## src/rtl/logic_op_if.sv

```systemverilog
// logic_op_if
// Groups the sample-side and result-side signals of logic_op_pipe.
//   en, clr      : pipeline advance / synchronous flush (driven by master)
//   in_valid     : a_in/b_in/mode carry a sample this cycle (driven by master)
//   a_in, b_in   : WIDTH-bit operands (driven by master)
//   mode         : 3-bit operation tag captured with the sample (driven by master)
//   q_out        : registered result (driven by slave)
//   out_valid    : q_out carries a new result this cycle (driven by slave)
//   out_count    : saturating CNT_W-bit count of results (driven by slave)
// master = upstream producer / consumer side, slave = the pipeline itself.
interface logic_op_if #(
    parameter int WIDTH = 8,
    parameter int CNT_W = 16
) ();
    logic             en;
    logic             clr;
    logic             in_valid;
    logic [WIDTH-1:0] a_in;
    logic [WIDTH-1:0] b_in;
    logic [2:0]       mode;
    logic [WIDTH-1:0] q_out;
    logic             out_valid;
    logic [CNT_W-1:0] out_count;

    modport master (
        output en, clr, in_valid, a_in, b_in, mode,
        input  q_out, out_valid, out_count
    );

    modport slave (
        input  en, clr, in_valid, a_in, b_in, mode,
        output q_out, out_valid, out_count
    );
endinterface

```

## src/rtl/logic_op_pipe.sv

```systemverilog
// logic_op_pipe
// Registered, stallable two-operand bitwise logic unit. Each sample travels
// through DEPTH input register stages together with its valid bit and mode
// tag, then a single output stage applies the tagged operation.
// Ports:
//   clk      : rising-edge clock
//   reset_n  : asynchronous active-low reset, clears every register
//   bus      : logic_op_if slave modport (en, clr, in_valid, a_in, b_in,
//              mode in; q_out, out_valid, out_count out)
// Mode encoding: 000 NAND, 001 AND, 010 OR, 011 NOR, 100 XOR, 101 XNOR,
//                110 pass A, 111 NOT A.
// Latency is DEPTH+1 enabled edges from capture to q_out; clr beats en.
module logic_op_pipe #(
    parameter int WIDTH = 8,
    parameter int DEPTH = 2,
    parameter int CNT_W = 16
) (
    input  logic        clk,
    input  logic        reset_n,
    logic_op_if.slave   bus
);

    // Bitwise combine selected by the sample's own mode tag.
    function automatic logic [WIDTH-1:0] logic_op(
        input logic [2:0]       m,
        input logic [WIDTH-1:0] a,
        input logic [WIDTH-1:0] b
    );
        logic [WIDTH-1:0] r;
        case (m)
            3'b000:  r = ~(a & b);
            3'b001:  r = a & b;
            3'b010:  r = a | b;
            3'b011:  r = ~(a | b);
            3'b100:  r = a ^ b;
            3'b101:  r = ~(a ^ b);
            3'b110:  r = a;
            default: r = ~a;
        endcase
        return r;
    endfunction

    // Increment that sticks at all-ones instead of wrapping.
    function automatic logic [CNT_W-1:0] sat_inc(input logic [CNT_W-1:0] c);
        return (&c) ? c : c + 1'b1;
    endfunction

    logic [DEPTH-1:0] vld_p;
    logic [WIDTH-1:0] a_p    [DEPTH];
    logic [WIDTH-1:0] b_p    [DEPTH];
    logic [2:0]       mode_p [DEPTH];

    logic [WIDTH-1:0] q_r;
    logic             vld_out_r;
    logic [CNT_W-1:0] cnt_r;

    // Input register stages: index 0 loads from the bus, index k from k-1.
    // Operand data is loaded regardless of in_valid; only the valid bit
    // decides whether it is ever used downstream.
    always_ff @(posedge clk or negedge reset_n) begin
        if (!reset_n) begin
            vld_p <= '0;
            for (int k = 0; k < DEPTH; k++) begin
                a_p[k]    <= '0;
                b_p[k]    <= '0;
                mode_p[k] <= '0;
            end
        end else if (bus.clr) begin
            vld_p <= '0;
            for (int k = 0; k < DEPTH; k++) begin
                a_p[k]    <= '0;
                b_p[k]    <= '0;
                mode_p[k] <= '0;
            end
        end else if (bus.en) begin
            vld_p[0]  <= bus.in_valid;
            a_p[0]    <= bus.a_in;
            b_p[0]    <= bus.b_in;
            mode_p[0] <= bus.mode;
            for (int k = 1; k < DEPTH; k++) begin
                vld_p[k]  <= vld_p[k-1];
                a_p[k]    <= a_p[k-1];
                b_p[k]    <= b_p[k-1];
                mode_p[k] <= mode_p[k-1];
            end
        end
    end

    // Output stage: q_out only moves on a valid sample so it holds the last
    // result across bubbles; the counter tracks every out_valid=1 load.
    always_ff @(posedge clk or negedge reset_n) begin
        if (!reset_n) begin
            q_r       <= '0;
            vld_out_r <= 1'b0;
            cnt_r     <= '0;
        end else if (bus.clr) begin
            q_r       <= '0;
            vld_out_r <= 1'b0;
            cnt_r     <= '0;
        end else if (bus.en) begin
            vld_out_r <= vld_p[DEPTH-1];
            if (vld_p[DEPTH-1]) begin
                q_r   <= logic_op(mode_p[DEPTH-1], a_p[DEPTH-1], b_p[DEPTH-1]);
                cnt_r <= sat_inc(cnt_r);
            end
        end
    end

    assign bus.q_out     = q_r;
    assign bus.out_valid = vld_out_r;
    assign bus.out_count = cnt_r;

endmodule

```

## src/flat_wrapper.sv

```systemverilog
// flat-port wrapper written by rule: the top's interface ports become plain ports
module logic_op_pipe_flat 
#(
    parameter int WIDTH = 8,
    parameter int DEPTH = 2,
    parameter int CNT_W = 16
)
  (clk, reset_n, bus_en, bus_clr, bus_in_valid, bus_a_in, bus_b_in, bus_mode, bus_q_out, bus_out_valid, bus_out_count);
  logic_op_if #(.WIDTH(WIDTH), .CNT_W(CNT_W)) bus_i ();
  input  logic clk;
  input  logic reset_n;
  input wire logic [$bits(bus_i.en)-1:0] bus_en;
  input wire logic [$bits(bus_i.clr)-1:0] bus_clr;
  input wire logic [$bits(bus_i.in_valid)-1:0] bus_in_valid;
  input wire logic [$bits(bus_i.a_in)-1:0] bus_a_in;
  input wire logic [$bits(bus_i.b_in)-1:0] bus_b_in;
  input wire logic [$bits(bus_i.mode)-1:0] bus_mode;
  output wire logic [$bits(bus_i.q_out)-1:0] bus_q_out;
  output wire logic [$bits(bus_i.out_valid)-1:0] bus_out_valid;
  output wire logic [$bits(bus_i.out_count)-1:0] bus_out_count;
  assign bus_i.en = bus_en;
  assign bus_i.clr = bus_clr;
  assign bus_i.in_valid = bus_in_valid;
  assign bus_i.a_in = bus_a_in;
  assign bus_i.b_in = bus_b_in;
  assign bus_i.mode = bus_mode;
  assign bus_q_out = bus_i.q_out;
  assign bus_out_valid = bus_i.out_valid;
  assign bus_out_count = bus_i.out_count;
  logic_op_pipe #(.WIDTH(WIDTH), .DEPTH(DEPTH), .CNT_W(CNT_W)) u_core (.clk(clk), .reset_n(reset_n), .bus(bus_i));
endmodule
```

## config.mk

```make
export PLATFORM = sky130hd
export DESIGN_NAME = logic_op_pipe_flat
export DESIGN_NICKNAME = d
export VERILOG_FILES = /design/src/rtl/logic_op_if.sv /design/src/rtl/logic_op_pipe.sv /design/src/flat_wrapper.sv
export SDC_FILE = /design/constraint.sdc
export NUM_CORES = 1
export LEC_CHECK = 0
export BUFFER_PORTS_ARGS = -buffer_cell sky130_fd_sc_hd__buf_2
export CORE_MARGIN = 2
export CORE_UTILIZATION = 54
export CTS_BUF_LIST = sky130_fd_sc_hd__clkbuf_4 sky130_fd_sc_hd__clkbuf_8
export DETAILED_ROUTE_END_ITERATION = 12
export PLACE_DENSITY_LB_ADDON = 0.15
export SYNTH_ARGS = -nofsm -noshare
export SYNTH_HDL_FRONTEND = slang
export SYNTH_SLANG_ARGS = --single-unit
```

## constraint.sdc

```tcl
create_clock -name clk -period 1.7 [get_ports clk]
set_input_delay 0.34 -clock clk [delete_from_list [all_inputs] [get_ports clk]]
set_output_delay 0.34 -clock clk [all_outputs]
set_load 0.01 [all_outputs]
```

==> qor.csv <==
metric;value;unit
kind of critical path;flip-flop to flip-flop;
Most used DFF post-synth;dfrtp_1;
Fmax achieved;597.5;MHz
Distinct cells, synth;44;
Die Wd;86.21;microns
Bufs on Longest Clock Path;2;
routed via count;2906;
Max VDD drop;0.6382;mV
Worst setup SP type;flip-flop;
syn avg cell area;10.34;sq um
Via density;5.665;
Core ar.;0.006459;sq mm
Leak Pwr;2.246;nW
number of remaining DRC errors;0;
Cell Area, Synth;0.003650;sq mm
Num Clock Sinks;65;
# diodes;0;
root buf cell;clkbuf_8;
CTS Buf Count;9;
I/O Pins;49;
share of layout cells above drive strength 1;30.96;%
FF-to-FF path depth;6;
final estimated routing congestion in global placement;0.8856;
Cell Count, Final, Fillers Out;513;
Worst Tran Pin Value;0.3732;ns
Fill cells;508;
Initial Utilization;56.51;%
dominant cell type by area after synthesis;dfrtp_1;
antenna violations before repair;0;
row cnt;29;
FF+latch count, synth;65;
asr flop ratio synth;100.0;%
Placed Instances;494;
Worst Hold Class;input pin to async pin;
IO buf count;48;
Final setup viols;0;
number of global-route vias before repair;2891;
pin count of the biggest net entering global routing;66;
Slew HR;75.12;%
Final Cycle Share;98.44;%
Yosys warnings;0;
final WL;8183;microns
Area contributors post-synth;dfrtp_1 (45%), mux2i_1 (13%), ha_1 (5.8%);
WP data arrival;1.91;ns
Final Hold Vio Count;14;
Avg WL per Cell;15.95;microns
DIE AREA;0.007432;sq mm
final core utilization;70.15;%
Worst-Skew Late Latency;0.36;ns
global-route wire length before repair;13880;microns
post-route ant nets;0;
CTS tree;done;
Min Hold Slack;-0.03950;ns
Post-synth EDFFs;0;
H-tree depth reported by CTS;3;
Critical Path RT;1.94;ns
failing checks;hold timing;
Max Cap Viol;0;
status;complete, but fails checks;
most common cell in the netlist;dfrtp_1;
nets@finish;472;
min cycle time layout;1.674;ns
Initial DRT Pass Iterations;4;
PD cells;750.7;mW/mm^2
Initial DRC Count;159;
CP endpoint kind;flip-flop;
synthesized net count;394;
P&R area growth vs syn;24.13;%
grt total ovfl;0;
All-Layer GR Usage;23.90;%
Die Span Y;86.21;microns
DP Wirelength;5578;microns
sequential fraction of the synthesis area;44.57;%
Mapped Cells;353;
Worst-path clk slew;0.07;ns
crit path max fanout;7;
proportion of netlist area held by the largest area contributor;44.57;%
RSZ-0062 raised after global routing;yes;
setup slack, reg-to-reg;0.03;ns
Final Skew;0.008930;ns
Pins Over Slew Limit;0;
CTS Hold Bufs;0;
most frequent cells after synthesis;dfrtp_1 (65), nor2_1 (48), mux2i_1 (47), inv_1 (23), ha_1 (17);
==> metal layers <==
layer / track usage, % / vias up / share of wire [%]
met5: 0 / - / 0
li1: - / 1401 / -
met4: 8.239 / 0 / 1.6
met2: 39.96 / 64 / 52
met3: 5.429 / 10 / 3.7
met1: 30.81 / 1431 / 43
==> critical path: stages, from the launching register on <==
cell     delay (ns)
dfrtp_1        0.40
ha_4           0.18
nand4_4        0.11
nor4_4         0.31
buf_6          0.17
a21oi_1        0.08
mux2_1         0.31
==> kinds of logic (layout without fill, tap and decap cells) <==
family / Yosys count / after routing / synth area share [%]
XOR/XNOR: 8 / 8 / 1.920
AO/OA/AOI/OAI: 52 / 52 / 10.01
multiplexers: 60 / 60 / 17.21
AND/OR/NAND/NOR: 103 / 103 / 14.98
adder cells (fa/ha/maj): 17 / 17 / 5.828
flip-flops: 65 / 65 / 44.57
buffers and inverters: 48 / 131 / 5.485
==> metrics by stage <==
stage               hold slack, ns   TNS, ns  total power [mW]  worst slack, ns  area, sq um
finish                    -0.03950         0             3.401          0.02649         4531
global route              0.005577   -0.1016             3.543         -0.03067         4531
CTS                       0.004030         0             3.429          0.01849         4433
detailed placement          0.3856  -0.06567             2.004         -0.02881         4218
global placement            0.3846         0             1.993          0.01617         4218
floorplan                  0.04441         0             1.858          0.03701         3650
==> flip-flops by register name, indices dropped and copies added, names as in the netlist <==
register,count
u_core.a_p,16
u_core.b_p,16
u_core.bus.out_count,16
u_core.bus.out_valid,1
u_core.bus.q_out,8
u_core.mode_p,6
u_core.vld_p,2
==> layout make-up <==
cell class / instances / area, sq um / share of cell area, %
Clock buffer: 12 / 165.2 / 3.645
Clock inverter: 4 / 50.05 / 1.105
Inverter: 23 / 86.33 / 1.906
Multi-Input combinational cell: 240 / 1893 / 41.78
Sequential cell: 65 / 1628 / 35.93
Tap cell: 77 / 96.34 / 2.126
Timing Repair Buffer: 92 / 611.8 / 13.50
==> power breakdown <==
part	switching, mW	internal, mW
clock	0.626	0.794
combinational	0.194	0.163
sequential	0.0309	1.59
==> final timing paths <==
kind | startpoint | to
setup / recovery | u_core.bus.out_count[1] | u_core.bus.out_count[6]
hold / removal | reset_n | u_core.bus.out_count[10]
setup reg to reg | u_core.bus.out_count[1] | u_core.bus.out_count[6]
hold reg to reg | u_core.bus.q_out[7] | u_core.bus.q_out[7]
max in group asynchronous | reset_n | u_core.a_p[0]
min in group clk | bus_a_in[7] | u_core.a_p[15]
==> cells in the final DEF (no fill, tap or decap), types with 3 or more instances in the layout <==
master,instances
a21oi_1,10
a21oi_2,4
a32o_1,7
buf_12,3
buf_2,48
buf_4,40
clkbuf_8,12
dfrtp_1,64
ha_1,15
inv_1,22
mux2_1,4
mux2_2,7
mux2i_1,47
nand2_1,14
nand3_1,4
nand3b_1,8
nand4_1,3
nor2_1,48
nor2b_1,5
o211ai_1,8
o21ai_0,4
o21ai_1,4
o31ai_1,5
or4_1,4
xnor2_1,7
==> timing repair <==
| item | CTS | global route |
|---|---|---|
| buffers inserted | 0 | 3 |
| endpoints found under the hold margin | 0 | 0 |
| endpoints found under the setup margin | 0 | 17 |
| gates resized for setup | 0 | 20 |
(Power assumes the default switching activity.)
